**config.mk**
```make
export PLATFORM = sky130hd
export DESIGN_NAME = clk_div_prog_flat
export DESIGN_NICKNAME = d
export VERILOG_FILES = /design/src/rtl/clk_div_prog_if.sv /design/src/rtl/clk_div_prog.sv /design/src/flat_wrapper.sv
export SDC_FILE = /design/constraint.sdc
export NUM_CORES = 1
export LEC_CHECK = 0
export BUFFER_PORTS_ARGS = -buffer_cell sky130_fd_sc_hd__buf_2
export CAP_MARGIN = 20
export CORE_MARGIN = 3
export CORE_UTILIZATION = 34
export CTS_CLUSTER_SIZE = 12
export DETAILED_ROUTE_END_ITERATION = 8
export HOLD_SLACK_MARGIN = 0.05
export PLACE_DENSITY_LB_ADDON = 0.25
export SETUP_SLACK_MARGIN = 0.1
export SLEW_MARGIN = 25
export SYNTH_ARGS = -nofsm -noshare
export SYNTH_HDL_FRONTEND = slang
export SYNTH_SLANG_ARGS = --single-unit
```
**constraint.sdc**
```tcl
create_clock -name i_clk -period 4.8 [get_ports i_clk]
set_input_delay 0.48 -clock i_clk [delete_from_list [all_inputs] [get_ports i_clk]]
set_output_delay 0.48 -clock i_clk [all_outputs]
set_load 0.05 [all_outputs]
```
**src/rtl/clk_div_prog_if.sv**
```systemverilog
// rtl/clk_div_prog_if.sv - divisor request handshake bundle for clk_div_prog
interface clk_div_prog_if #(
    parameter int DIV_W = 8
);
    logic [DIV_W-1:0] div;
    logic             div_vld;
    logic             div_rdy;
    logic             div_err;

    modport master (
        output div,
        output div_vld,
        input  div_rdy,
        input  div_err
    );

    modport slave (
        input  div,
        input  div_vld,
        output div_rdy,
        output div_err
    );
endinterface

```
**src/rtl/clk_div_prog.sv**
```systemverilog
// rtl/clk_div_prog.sv - run-time programmable 50% duty clock divider (optional o_tick under CLK_DIV_PROG_TICK_EN)
module clk_div_prog #(
    parameter int DIV_W       = 8,
    parameter int DEFAULT_DIV = 3
) (
    input  logic           i_clk,
    input  logic           i_rst,
    input  logic           i_en,
    clk_div_prog_if.slave  req,
    output logic           o_busy,
`ifdef CLK_DIV_PROG_TICK_EN
    output logic           o_tick,
`endif
    output logic           o_clk
);
    localparam logic [DIV_W-1:0] DEF_DIV = DIV_W'(DEFAULT_DIV);
    localparam logic [DIV_W-1:0] ONE     = DIV_W'(1);
    localparam logic [DIV_W-1:0] TWO     = DIV_W'(2);

    logic [DIV_W-1:0] div_q;
    logic [DIV_W-1:0] pend_div;
    logic [DIV_W-1:0] cnt;
    logic             pend;
    logic             pos_q;
    logic             neg_q;
    logic             busy_q;
    logic             err_q;
    logic             tick_q;

    logic [DIV_W-1:0] cnt_nxt;
    logic [DIV_W-1:0] div_nxt;
    logic             pos_nxt;
    logic             busy_nxt;
    logic             tick_nxt;
    logic             boundary;
    logic             accept;
    logic             reject;

    // Next counter/divisor: a pending divisor only takes effect at a period
    // boundary, so the period that follows is counted entirely with the new N.
    always_comb begin
        boundary = (cnt == div_q - ONE);
        accept   = req.div_vld & ~pend & (req.div >= TWO);
        reject   = req.div_vld & ~pend & (req.div < TWO);
        cnt_nxt  = cnt + ONE;
        div_nxt  = div_q;
        busy_nxt = 1'b1;
        tick_nxt = 1'b0;
        if (boundary) begin
            if (pend) begin
                div_nxt = pend_div;
            end
            if (i_en) begin
                cnt_nxt  = '0;
                tick_nxt = 1'b1;
            end else begin
                cnt_nxt  = div_nxt - ONE;
                busy_nxt = 1'b0;
            end
        end
        pos_nxt = busy_nxt & (cnt_nxt < (div_nxt >> 1));
    end

    // Rising-edge state: counter, high phase, handshake bookkeeping.
    always_ff @(posedge i_clk) begin
        if (i_rst) begin
            div_q    <= DEF_DIV;
            pend_div <= DEF_DIV;
            pend     <= 1'b0;
            cnt      <= DEF_DIV - ONE;
            pos_q    <= 1'b0;
            busy_q   <= 1'b0;
            err_q    <= 1'b0;
            tick_q   <= 1'b0;
        end else begin
            cnt    <= cnt_nxt;
            div_q  <= div_nxt;
            pos_q  <= pos_nxt;
            busy_q <= busy_nxt;
            err_q  <= reject;
            tick_q <= tick_nxt;
            if (boundary && pend) begin
                pend <= 1'b0;
            end
            if (accept) begin
                pend     <= 1'b1;
                pend_div <= req.div;
            end
        end
    end

    // Falling-edge extension adds the extra half cycle that makes odd N 50%.
    always_ff @(negedge i_clk) begin
        if (i_rst) begin
            neg_q <= 1'b0;
        end else begin
            neg_q <= pos_q & div_q[0];
        end
    end

    // Reset gates the output directly so it drops without waiting for an edge.
    assign o_clk       = (pos_q | neg_q) & ~i_rst;
    assign o_busy      = busy_q;
    assign req.div_rdy = ~pend;
    assign req.div_err = err_q;

`ifdef CLK_DIV_PROG_TICK_EN
    assign o_tick = tick_q;
`else
    logic unused_tick;
    assign unused_tick = tick_q;
`endif
endmodule
```
**src/flat_wrapper.sv**
```systemverilog
// flat-port wrapper written by rule: the top's interface ports become plain ports
module clk_div_prog_flat 
#(
    parameter int DIV_W       = 8,
    parameter int DEFAULT_DIV = 3
)
  (i_clk, i_rst, i_en, o_busy, o_clk, req_div, req_div_vld, req_div_rdy, req_div_err);
  clk_div_prog_if #(.DIV_W(DIV_W)) req_i ();
  input  logic i_clk;
  input  logic i_rst;
  input  logic i_en;
  output logic o_busy;
  output logic o_clk;
  input wire logic [$bits(req_i.div)-1:0] req_div;
  input wire logic [$bits(req_i.div_vld)-1:0] req_div_vld;
  output wire logic [$bits(req_i.div_rdy)-1:0] req_div_rdy;
  output wire logic [$bits(req_i.div_err)-1:0] req_div_err;
  assign req_i.div = req_div;
  assign req_i.div_vld = req_div_vld;
  assign req_div_rdy = req_i.div_rdy;
  assign req_div_err = req_i.div_err;
  clk_div_prog #(.DIV_W(DIV_W), .DEFAULT_DIV(DEFAULT_DIV)) u_core (.i_clk(i_clk), .i_rst(i_rst), .i_en(i_en), .req(req_i), .o_busy(o_busy), .o_clk(o_clk));
endmodule
```
==> results.ini, run 1 <==
[status]
outcome = completed

[finish]
filler_cell_count = 578
num_antenna_cells = 0
sequential_cell_area_um2 = 580.6
final_instance_area_mm2 = 0.002317
post_route_cells_drive_above_1_share_pct = 15.81
multiInputGateArea_mm2 = 0.001405
layout-area-overhead-vs-synth_pct = 11.30
instances_no_fill = 325
layout_net_count = 273

[yosys]
netlist_area_mm2 = 0.002082
synth_ff_type = sky130_fd_sc_hd__dfxtp_1
synth_top_cell_by_area = sky130_fd_sc_hd__dfxtp_1
count_of_flip_flops_with_a_built_in_enable_after_synthesis = 0
synth.cells.most_frequent = sky130_fd_sc_hd__mux2i_1 (32), sky130_fd_sc_hd__dfxtp_1 (29), sky130_fd_sc_hd__nor2_1 (24)
async_flop_share_pct = 0
yosys-top-cells-area = sky130_fd_sc_hd__dfxtp_1 (28%), sky130_fd_sc_hd__mux2i_1 (15%), sky130_fd_sc_hd__xnor2_1 (5.5%)
syn-mean-instance-area_um2 = 8.639
netlist.area_leader.share_pct = 27.88
netlist_instances = 241
yosysMostFrequentCell = sky130_fd_sc_hd__mux2i_1
distinct_cell_type_count_after_synthesis = 46
synth-seq-area-share_pct = 27.88
yosys_register_bits = 29
synthesis.nets = 262
yosysWarnings = 0

[global_route]
global_route.usage.total_pct = 15.03
grt_pass1_vias = 1707
antenna_found_initial = 0
groute.layer.met2.usage_pct = 24.75
wire_length_of_the_first_global_routing_pass_mm = 8.452
pin_count_of_the_biggest_net_entering_global_routing = 23
grt_remaining_overflow = 0
global_routing_usage_on_met1_pct = 19.24
groute.layer.met3.usage_pct = 2.355
gr-max-usage-layer = met2

[timing]
finalHoldViolations = 0
worst_max_slew_pin_slew_ns = 0.8416
final.setup_skew_ns = 0.05785
max_slew_margin_pct = 43.82
setup-tns-final_ns = 0
unrepaired_setup_endpoints_after_global_routing = no
fmax_mhz = 256.5
worst_slack_ns = 0.8846
setup_viol = 0
finalWorstPathRequiredPeriod_ns = 3.915
timing.final.crit_share_pct = 81.57
maxSlewViolCount = 0

[setup_path]
crit_arrival_ns = 3.44
start_kind = flop
critical-path-max-stage-delay_ns = 0.30
cpMaxStageDelayCell = sky130_fd_sc_hd__dfxtp_1
crit_path_end_kind = output pin
required_ns = 4.32
critical-path-top-cell-by-count = sky130_fd_sc_hd__nor2_1
critical_path.cell_chain = nor2_1, nor2_1, buf_2
start_to_end_type_of_the_worst_setup_path = reg2out
worst-path-max-fanout = 1

[place]
place.gp.congestion = 0.8398
place_ws_ns = 0.9481
dpl.hpwl_mm = 3.896
postPlaceCellArea_mm2 = 0.002211
buffer_ports.inserted = 15
placed_cells = 317

[pwr]
cellPowerDensity_mw_per_mm2 = 627.8
power.total_uw = 1455
vdd_drop_max_v = 0.0002433
power.leakage_uw = 0.0009721

[clock_network]
clock_tree_from_tritoncts = built
ctsLongestPathBuffers = 2
post_cts.repair.setup_buffers = 0
cts-buffers-inserted = 5
clock_latency_late_sink_ns = 0.34
clk_pin_slew_ns = 0.06
cts.sinks = 29
post_cts_hold_buffer_count = 0
ctsHtreeMaxLevel = 2
postCtsResizedCells = 0
root_buffer = sky130_fd_sc_hd__clkbuf_8

[routing]
via_count = 1738
first_pass_iters = 4
post-route-drc-count = 0
avgViaCountPerCell = 5.348
post_drt_wl_per_cell_um = 15.89
ant_nets = 0
wl_final_mm = 5.165
drtIter0Drc = 123

[floorplan]
start_util_pct = 36.47
design.die.area_mm2 = 0.007098
dieHeight_um = 84.25
rows = 27
die-width_um = 84.25
core_area_mm2 = 0.005709
design.portCount = 16

[job]
drv_cap = 0

[hold_path]
timing.hold.worst.class = in2reg

final timing paths:
| path | startpoint | end | slack (ns) | cells past startpoint |
|---|---|---|---|---|
| max | u_core.neg_q$_SDFF_NP0_ | o_clk | 0.88 | 3 |
| max reg2reg | u_core.div_q[0]$_SDFFE_PP1N_ | u_core.pos_q$_SDFF_PP0_ | 0.90 | 13 |
| min reg2reg | u_core.pend_div[7]$_SDFFE_PP0P_ | u_core.div_q[7]$_SDFF_PP0_ | 0.52 | 2 |
| min | req_div[0] | u_core.pend_div[0]$_SDFFE_PP1P_ | 0.43 | 3 |
layout by cell type (no fill, tap or decap), types with 3 or more instances in the layout:
master / n
sky130_fd_sc_hd__clkbuf_8: 5
sky130_fd_sc_hd__ha_1: 9
sky130_fd_sc_hd__a21o_1: 3
sky130_fd_sc_hd__buf_4: 4
sky130_fd_sc_hd__dfxtp_1: 29
sky130_fd_sc_hd__buf_2: 15
sky130_fd_sc_hd__inv_1: 8
sky130_fd_sc_hd__mux2i_1: 32
sky130_fd_sc_hd__o2111ai_1: 3
sky130_fd_sc_hd__nand3_1: 5
sky130_fd_sc_hd__a21oi_1: 4
sky130_fd_sc_hd__nor3_1: 7
sky130_fd_sc_hd__nor3b_1: 5
sky130_fd_sc_hd__mux2_2: 4
sky130_fd_sc_hd__and2_1: 3
sky130_fd_sc_hd__xnor2_1: 13
sky130_fd_sc_hd__nand2b_1: 4
sky130_fd_sc_hd__o21ai_0: 6
sky130_fd_sc_hd__nand2_1: 23
sky130_fd_sc_hd__nor2_1: 24
sky130_fd_sc_hd__mux2_4: 5
sky130_fd_sc_hd__xor2_1: 10
cell families after synthesis:
kind of cell / Yosys count / synth area share (%)
multiplexers: 41 / 21.15
AO/OA/AOI/OAI: 27 / 9.015
AND/OR/NAND/NOR: 89 / 21.63
adder cells (fa/ha/maj): 9 / 5.409
XOR/XNOR: 23 / 9.675
flip-flops: 29 / 27.88
buffers and inverters: 23 / 5.229
where the power goes:
| part | internal [uW] | switching (uW) | leakage [uW] | total [uW] |
|---|---|---|---|---|
| logic | 396 | 440 | 0.000677 | 836 |
| clock network | 154 | 97.1 | 0.0000582 | 251 |
| registers | 287 | 80.4 | 0.000237 | 367 |
| total | 837 | 618 | 0.000972 | 1450 |
state kept, by name (all words and copies together) (netlist names):
name	cells
u_core.pend	1
u_core.pend_div	8
u_core.o_busy	1
u_core.req.div_err	1
u_core.neg_q	1
u_core.div_q	8
u_core.cnt	8
u_core.pos_q	1
metal layers:
| layer | share of wire, % | vias up |
|---|---|---|
| li1 | - | 867 |
| met1 | 47 | 823 |
| met2 | 48 | 39 |
| met3 | 3.5 | 9 |
| met4 | 1.9 | 0 |
| met5 | 0 | - |
layout make-up:
type,instances,share of cell area (%)
clock buffers,6,3.132
inverters,7,1.134
flip-flops and latches,29,25.05
multi-input cells,189,60.64
clock inverters,3,1.620
repair buffers,19,4.536
well taps,72,3.888
worst max-delay path, delay by kind of cell (launching register included):
kind                   cells  cell delay [ns]
buffers and inverters      1             0.27
DFF                        1             0.30
and+or+nand+nor            2             0.12
metrics by stage:
step                util [%]  hold slack (ns)
global route           40.59           0.4532
CTS                    40.59           0.4276
floorplan                  -           0.4719
detailed placement     38.72           0.5172
finish                 40.59           0.4340
global placement       38.72           0.4983
Note: power is estimated with default switching activity, not from simulation.
==> run 2, diff against run 1 <==
==> constraint.sdc (replaced) <==
create_clock -name i_clk -period 3.15 [get_ports i_clk]
set_input_delay 0.315 -clock i_clk [delete_from_list [all_inputs] [get_ports i_clk]]
set_output_delay 0.315 -clock i_clk [all_outputs]
set_load 0.05 [all_outputs]
==> run 2 against run 1 <==
  * The run now ends with setup timing left
  * First-iteration DRC count down 43%
  * Cell area up 11%
  * Largest power group unchanged
  * Largest cell class unchanged
  * Combinational power up 95%
  * Cell count up 6.5%
==> results.ini, run 2 (synthesis results as in run 1) <==
[setup_path]
crit_arrival_ns = 3.42  ; was 3.44 ns
worst_r2r_path_depth = 12  ; was 13
start_to_end_type_of_the_worst_setup_path = reg2reg  ; was reg2out
critical-path-top-cell-by-count = sky130_fd_sc_hd__or4_4  ; was sky130_fd_sc_hd__nor2_1
worstReg2RegEnd = u_core.pos_q$_SDFF_PP0_  ; unchanged
crit_path_end_kind = flop  ; was output pin
ff2ff_setup_slack_ns = -0.06  ; was 0.90 ns
critical_path.cell_chain = or4_4, nor2_4, xnor2_2, or4_4, buf_6, mux2_4, ha_4, a21o_1, a211oi_2, nand2_1, a41o_1, mux2i_1  ; was nor2_1, nor2_1, buf_2
required_ns = 3.36  ; was 4.32 ns
cpMaxStageDelayCell = sky130_fd_sc_hd__or4_4  ; was sky130_fd_sc_hd__dfxtp_1
crit_buf_inv = 1  ; unchanged
cp_top_delay_family = simple AND/OR/NAND/NOR gates  ; was flip-flops
start_kind = flop  ; unchanged
worst_r2r_startpoint = u_core.div_q[1]$_SDFF_PP1_  ; was u_core.div_q[0]$_SDFFE_PP1N_
critical-path-max-stage-delay_ns = 0.56  ; was 0.30 ns
worst-path-max-fanout = 8  ; was 1

[pwr]
sw_frac_of_total_pct = 41.76  ; was 42.47%
cellPowerDensity_mw_per_mm2 = 949.8  ; was 627.8 mW/mm2
cellInternalPower_uw = 1428  ; was 836.9 uW
power.combinational.fraction_pct = 66.6  ; was 57.5%
seq_power_share_pct = 21.1  ; was 25.3%
power.clock.fraction_pct = 12.2  ; was 17.3%
vdd_drop_max_v = 0.0004361  ; was 0.0002433 V
power.leakage_uw = 0.001088  ; was 0.0009721 uW
total_switching_power_uw = 1024  ; was 617.8 uW

[floorplan]
rows = 27  ; unchanged
start_util_pct = 36.47  ; unchanged
design.die.area_mm2 = 0.007098  ; unchanged
die-width_um = 84.25  ; unchanged
dieHeight_um = 84.25  ; unchanged
design.portCount = 16  ; unchanged
core_area_mm2 = 0.005709  ; unchanged

[timing]
worst_slack_ns = -0.06083  ; was 0.8846 ns
max_slew_margin_pct = 66.76  ; was 43.82%
timing.final.crit_share_pct = 101.9
setup_viol = 1  ; was 0
finalHoldViolations = 0  ; unchanged
worst_max_slew_pin_slew_ns = 0.4922  ; was 0.8416 ns
final.setup_skew_ns = 0.05449  ; was 0.05785 ns
setup-tns-final_ns = -0.06083  ; was 0 ns
maxSlewViolCount = 0  ; unchanged
unrepaired_setup_endpoints_after_global_routing = yes  ; was no
finalWorstPathRequiredPeriod_ns = 3.211
fmax_mhz = 311.4

[finish]
post_route_cells_drive_above_1_share_pct = 28.83  ; was 15.81%
layout_top_registers = u_core.cnt x8, u_core.div_q x8, u_core.pend_div x8  ; unchanged
filler_cell_count = 552  ; was 578
layout_net_count = 294  ; was 273
final_common_cell = sky130_fd_sc_hd__mux2i_1  ; unchanged
num_antenna_cells = 0  ; unchanged
layout-area-overhead-vs-synth_pct = 23.98  ; was 11.30%
commonest_non_fill_non_tap_cells_in_the_layout = sky130_fd_sc_hd__mux2i_1 (29), sky130_fd_sc_hd__dfxtp_1 (27), sky130_fd_sc_hd__nand2_1 (23), sky130_fd_sc_hd__nor2_1 (23), sky130_fd_sc_hd__buf_4 (22)  ; was sky130_fd_sc_hd__mux2i_1 (32), sky130_fd_sc_hd__dfxtp_1 (29), sky130_fd_sc_hd__nor2_1 (24)

[place]
place_ws_ns = -0.1092  ; was 0.9481 ns
dpl.hpwl_mm = 4.078  ; was 3.896 mm
place.gp.congestion = 0.8446  ; was 0.8398
buffer_ports.inserted = 15  ; unchanged

[routing]
post_drt_wl_per_cell_um = 15.47  ; was 15.89 um
via_count = 1775  ; was 1738
wl_final_mm = 5.351  ; was 5.165 mm
ant_nets = 0  ; unchanged
first_pass_iters = 4  ; unchanged
drtIter0Drc = 70  ; was 123
post-route-drc-count = 0  ; unchanged
avgViaCountPerCell = 5.130  ; was 5.348

[global_route]
wire_length_of_the_first_global_routing_pass_mm = 8.983  ; was 8.452 mm
grt_remaining_overflow = 0  ; unchanged
pin_count_of_the_biggest_net_entering_global_routing = 22  ; was 23
grt_pass1_vias = 1758  ; was 1707
global_route.usage.total_pct = 16.08  ; was 15.03%
antenna_found_initial = 0  ; unchanged

[hold_path]
hold_path_end = u_core.pend_div[0]$_SDFFE_PP1P_  ; unchanged
worst_hold_depth = 3  ; unchanged
hp-start = req_div[0]  ; unchanged
timing.hold.worst.class = in2reg  ; unchanged

[status]
outcome = complete, but fails checks  ; was completed
violated_checks = setup timing

[clock_network]
clk_pin_slew_ns = 0.06  ; about the same
root_buffer = sky130_fd_sc_hd__clkbuf_8  ; unchanged
ctsLongestPathBuffers = 2  ; unchanged
cts.sinks = 29  ; unchanged
cts-buffers-inserted = 5  ; unchanged
ctsHtreeMaxLevel = 2  ; unchanged
clock_tree_from_tritoncts = built  ; unchanged
clock_latency_late_sink_ns = 0.33  ; was 0.34 ns

[job]
drv_cap = 0  ; unchanged

-- run 2: repair_timing --
action | in CTS | in global routing
endpoints found under the setup margin | 1 | 1
gates resized for setup | 10 | 10
hold buffers | 0 | 0
setup buffers | 1 | 0
pin swaps | 5 | 5
-- run 2: worst min-delay path: cells and delay by family --
| family | cells | cell delay, ns |
|---|---|---|
| buffers and inverters | 1 | 0.08 |
| and+or+nand+nor | 1 | 0.06 |
| muxes | 1 | 0.05 |
-- run 2: final cells by class --
class	instances	area [um2]	share of cell area [%]
clock buffers	6	72.57	2.811
clock inverters	3	13.76	0.5332
inverters	7	26.28	1.018
multi-input cells	189	1518	58.80
flip-flops and latches	29	583.1	22.59
well taps	72	90.09	3.490
repair buffers	40	277.8	10.76
-- run 2: power groups by stage --
stage	Sequential, uW	Combinational (uW)	Clock, uW
6_report	518	1630	299
5_1_grt	529	1780	324
4_1_cts	515	1580	312
3_5_place_dp	520	1480	3.97
3_3_place_gp	520	1470	3.97
2_1_floorplan	514	1120	3.97
-- run 2: worst max-delay path by stage --
stage / to / slack, ns / start / cells past startpoint
2_1_floorplan: u_core.pos_q$_SDFF_PP0_ / -0.04 / u_core.div_q[2]$_SDFF_PP0_ / 13
3_3_place_gp: u_core.pos_q$_SDFF_PP0_ / -0.05 / u_core.div_q[0]$_SDFFE_PP1N_ / 13
3_5_place_dp: u_core.pos_q$_SDFF_PP0_ / -0.11 / u_core.div_q[0]$_SDFFE_PP1N_ / 15
4_1_cts: u_core.pos_q$_SDFF_PP0_ / -0.10 / u_core.div_q[0]$_SDFFE_PP1N_ / 12
5_1_grt: u_core.pos_q$_SDFF_PP0_ / -0.22 / u_core.div_q[1]$_SDFF_PP1_ / 15
6_report: u_core.pos_q$_SDFF_PP0_ / -0.06 / u_core.div_q[1]$_SDFF_PP1_ / 12
-- run 2: metal layers --
metal / GRT usage, % / vias up / wire length [um]
met5: 0 / - / 0
met4: 6.579 / 0 / 140
met3: 3.042 / 9 / 139
met2: 24.89 / 25 / 2455
met1: 21.90 / 828 / 2617
li1: - / 913 / -
-- run 2: metrics by stage --
| stage | cell area, um2 | hold WS [ns] | util [%] | cells | power (uW) |
|---|---|---|---|---|---|
| floorplan | 2143 | 0.4438 | - | 241 | 1635 |
| global placement | 2410 | 0.5024 | 42.21 | 337 | 1996 |
| detailed placement | 2410 | 0.5131 | 42.21 | 337 | 2008 |
| CTS | 2537 | 0.2387 | 44.44 | 346 | 2405 |
| global route | 2581 | 0.2732 | 45.21 | 346 | 2634 |
| finish | 2581 | 0.2502 | 45.21 | 346 | 2452 |
==> run 3, diff against run 2 <==
--- a/config.mk
+++ b/config.mk
@@ -7,12 +7,15 @@
 export LEC_CHECK = 0
 export BUFFER_PORTS_ARGS = -buffer_cell sky130_fd_sc_hd__buf_2
 export CAP_MARGIN = 20
+export CELL_PAD_IN_SITES_DETAIL_PLACEMENT = 2
+export CELL_PAD_IN_SITES_GLOBAL_PLACEMENT = 2
 export CORE_MARGIN = 3
-export CORE_UTILIZATION = 34
+export CORE_UTILIZATION = 33
 export CTS_CLUSTER_SIZE = 12
 export DETAILED_ROUTE_END_ITERATION = 8
 export HOLD_SLACK_MARGIN = 0.05
 export PLACE_DENSITY_LB_ADDON = 0.25
+export REMOVE_ABC_BUFFERS = 1
 export SETUP_SLACK_MARGIN = 0.1
 export SLEW_MARGIN = 25
 export SYNTH_ARGS = -nofsm -noshare
==> constraint.sdc (replaced) <==
create_clock -name i_clk -period 3.15 [get_ports i_clk]
set_input_delay 0.1575 -clock i_clk [delete_from_list [all_inputs] [get_ports i_clk]]
set_output_delay 0.1575 -clock i_clk [all_outputs]
set_load 0.05 [all_outputs]
==> run 3 against run 2 <==
  * The run still ends with setup timing left
  * Die area up 2.8%
  * Largest power group unchanged
  * Critical path type unchanged
  * Clock power up 11%
  * Largest cell class unchanged
  * Combinational power up 14%
  * First-iteration DRC count down 23%
  * Critical endpoint unchanged
==> results.ini, run 3 (synthesis results as in run 1) <==
[finish]
fin_util_pct = 44.71  ; was 45.21%
commonest_non_fill_non_tap_cells_in_the_layout = sky130_fd_sc_hd__buf_4 (35), sky130_fd_sc_hd__mux2i_1 (30), sky130_fd_sc_hd__dfxtp_1 (27)  ; was sky130_fd_sc_hd__mux2i_1 (29), sky130_fd_sc_hd__dfxtp_1 (27), sky130_fd_sc_hd__nand2_1 (23), sky130_fd_sc_hd__nor2_1 (23), sky130_fd_sc_hd__buf_4 (22)
num_antenna_cells = 0  ; unchanged
post_route_cells_drive_above_1_share_pct = 31.71  ; was 28.83%
layout_net_count = 307  ; was 294
layout_top_registers = u_core.cnt x8, u_core.div_q x8, u_core.pend_div x8  ; unchanged
final_instance_area_mm2 = 0.002694  ; was 0.002581 mm2
filler_cell_count = 674  ; was 552
layout-area-overhead-vs-synth_pct = 29.39  ; was 23.98%
final_common_cell = sky130_fd_sc_hd__buf_4  ; was sky130_fd_sc_hd__mux2i_1

[routing]
post-route-drc-count = 0  ; unchanged
ant_nets = 0  ; unchanged
drtIter0Drc = 54  ; was 70
first_pass_iters = 4  ; unchanged
avgViaCountPerCell = 5.329  ; was 5.130
wl_final_mm = 7.331  ; was 5.351 mm
post_drt_wl_per_cell_um = 20.25  ; was 15.47 um
via_count = 1929  ; was 1775

[setup_path]
start_to_end_type_of_the_worst_setup_path = reg2reg  ; unchanged
worst-path-max-fanout = 4  ; was 8
crit_path_end_kind = flop  ; unchanged
critical-path-max-stage-delay_ns = 0.59  ; was 0.56 ns
crit_arrival_ns = 3.67  ; was 3.42 ns
required_ns = 3.36  ; about the same
critical_path.cell_chain = buf_4, or4_4, nor2_4, xor2_1, or4_4, buf_6, mux2_4, ha_4, a21o_1, a211oi_4, nand2_1, a41o_1, mux2i_1  ; was or4_4, nor2_4, xnor2_2, or4_4, buf_6, mux2_4, ha_4, a21o_1, a211oi_2, nand2_1, a41o_1, mux2i_1
ff2ff_setup_slack_ns = -0.31  ; was -0.06 ns
critical-path-top-cell-by-count = sky130_fd_sc_hd__or4_4  ; unchanged
crit_buf_inv = 2  ; was 1
cpMaxStageDelayCell = sky130_fd_sc_hd__or4_4  ; unchanged
start_kind = flop  ; unchanged
cp_top_delay_family = simple AND/OR/NAND/NOR gates  ; unchanged

[floorplan]
start_util_pct = 34.55  ; was 36.47%
design.die.area_mm2 = 0.007298  ; was 0.007098 mm2
design.portCount = 16  ; unchanged
rows = 28  ; was 27
die-width_um = 85.43  ; was 84.25 um
dieHeight_um = 85.43  ; was 84.25 um
core_area_mm2 = 0.006026  ; was 0.005709 mm2

[pwr]
cellPowerDensity_mw_per_mm2 = 1003  ; was 949.8 mW/mm2
vdd_drop_max_v = 0.0005088  ; was 0.0004361 V
power.leakage_uw = 0.001154  ; was 0.001088 uW
power.total_uw = 2701  ; was 2452 uW

[timing]
timing.final.crit_share_pct = 109.7  ; was 101.9%
unrepaired_setup_endpoints_after_global_routing = yes  ; unchanged
max_slew_margin_pct = 59.32  ; was 66.76%
setup_viol = 1  ; unchanged
final.setup_skew_ns = 0.05942  ; was 0.05449 ns
worst_max_slew_pin_slew_ns = 0.6018  ; was 0.4922 ns
final.hold.worst_slack_ns = 0.1029  ; was 0.2502 ns
maxSlewViolCount = 0  ; unchanged
finalWorstPathRequiredPeriod_ns = 3.456  ; was 3.211 ns
worst_slack_ns = -0.3064  ; was -0.06083 ns
finalHoldViolations = 0  ; unchanged
setup-tns-final_ns = -0.3064  ; was -0.06083 ns
fmax_mhz = 289.3  ; was 311.4 MHz

[global_route]
global_route.usage.total_pct = 21.64  ; was 16.08%
grt_pass1_vias = 2194  ; was 1758
grt_remaining_overflow = 0  ; unchanged
wire_length_of_the_first_global_routing_pass_mm = 12.24  ; was 8.983 mm
antenna_found_initial = 0  ; unchanged
groute.layer.met2.usage_pct = 38.84  ; was 24.89%
groute.layer.met3.usage_pct = 3.107  ; was 3.042%
gr-max-usage-layer = met2  ; unchanged
pin_count_of_the_biggest_net_entering_global_routing = 22  ; unchanged
global_routing_usage_on_met1_pct = 27.78  ; was 21.90%

[clock_network]
ctsHtreeMaxLevel = 2  ; unchanged
cts.sinks = 29  ; unchanged
root_buffer = sky130_fd_sc_hd__clkbuf_8  ; unchanged
clk_pin_slew_ns = 0.07  ; was 0.06 ns
cts-buffers-inserted = 5  ; unchanged
ctsLongestPathBuffers = 2  ; unchanged
clock_latency_late_sink_ns = 0.33  ; about the same
clock_tree_from_tritoncts = built  ; unchanged

[place]
place.gp.congestion = 0.8171  ; was 0.8446
dpl.hpwl_mm = 5.275  ; was 4.078 mm
postPlaceCellArea_mm2 = 0.002460  ; was 0.002410 mm2
buffer_ports.inserted = 15  ; unchanged

[hold_path]
timing.hold.worst.class = in2reg  ; unchanged

[job]
drv_cap = 0  ; unchanged

[status]
outcome = complete, but fails checks  ; unchanged
violated_checks = setup timing  ; unchanged

run 3: metrics by stage:
step	worst slack [ns]	cells
after floorplan	-1.418	226
after global placement	-0.2517	351
after detailed placement	-0.4979	351
after CTS	-0.2267	361
after global routing	-0.4236	362
final	-0.3064	362
run 3: worst paths after layout:
check | start | end | cells past startpoint
hold / removal | req_div[0] | u_core.pend_div[0]$_SDFFE_PP1P_ | 3
setup reg to reg | u_core.div_q[1]$_SDFF_PP1_ | u_core.pos_q$_SDFF_PP0_ | 13
setup / recovery | u_core.div_q[1]$_SDFF_PP1_ | u_core.pos_q$_SDFF_PP0_ | 13
hold reg to reg | u_core.pend_div[7]$_SDFFE_PP0P_ | u_core.div_q[7]$_SDFF_PP0_ | 2
run 3: routing by layer:
metal,share of wire [%],vias up
met5,0,-
met2,53,14
met4,0.50,0
li1,-,934
met1,45,975
met3,1.7,6
run 3: worst register-to-register path: stages (launching register included):
cell                       delay [ns]
sky130_fd_sc_hd__dfxtp_1         0.32
sky130_fd_sc_hd__buf_4           0.14
sky130_fd_sc_hd__or4_4           0.59
sky130_fd_sc_hd__nor2_4          0.11
sky130_fd_sc_hd__xor2_1          0.09
sky130_fd_sc_hd__or4_4           0.55
sky130_fd_sc_hd__buf_6           0.16
sky130_fd_sc_hd__mux2_4          0.31
sky130_fd_sc_hd__ha_4            0.16
sky130_fd_sc_hd__a21o_1          0.20
sky130_fd_sc_hd__a211oi_4        0.27
sky130_fd_sc_hd__nand2_1         0.13
sky130_fd_sc_hd__a41o_1          0.23
sky130_fd_sc_hd__mux2i_1         0.13
run 3: cell type report:
| type | instances | area (um2) | area share (%) |
|---|---|---|---|
| clock buffers | 7 | 86.33 | 3.205 |
| inverters | 7 | 26.28 | 0.9754 |
| flip-flops and latches | 29 | 583.1 | 21.64 |
| well taps | 75 | 93.84 | 3.484 |
| multi-input cells | 189 | 1516 | 56.29 |
| repair buffers | 53 | 380.4 | 14.12 |
| clock inverters | 2 | 7.507 | 0.2787 |
run 3: power breakdown:
part / internal (uW) / switching, uW
Combinational: 935 / 921
Sequential: 439 / 75.4
Clock: 177 / 154
run 3: timing repair:
action,4_1_cts,5_1_grt
setup buffers,2,1
hold buffers,0,0
endpoints found under the setup margin,1,1
resized for setup,20,3
pin swaps,6,1
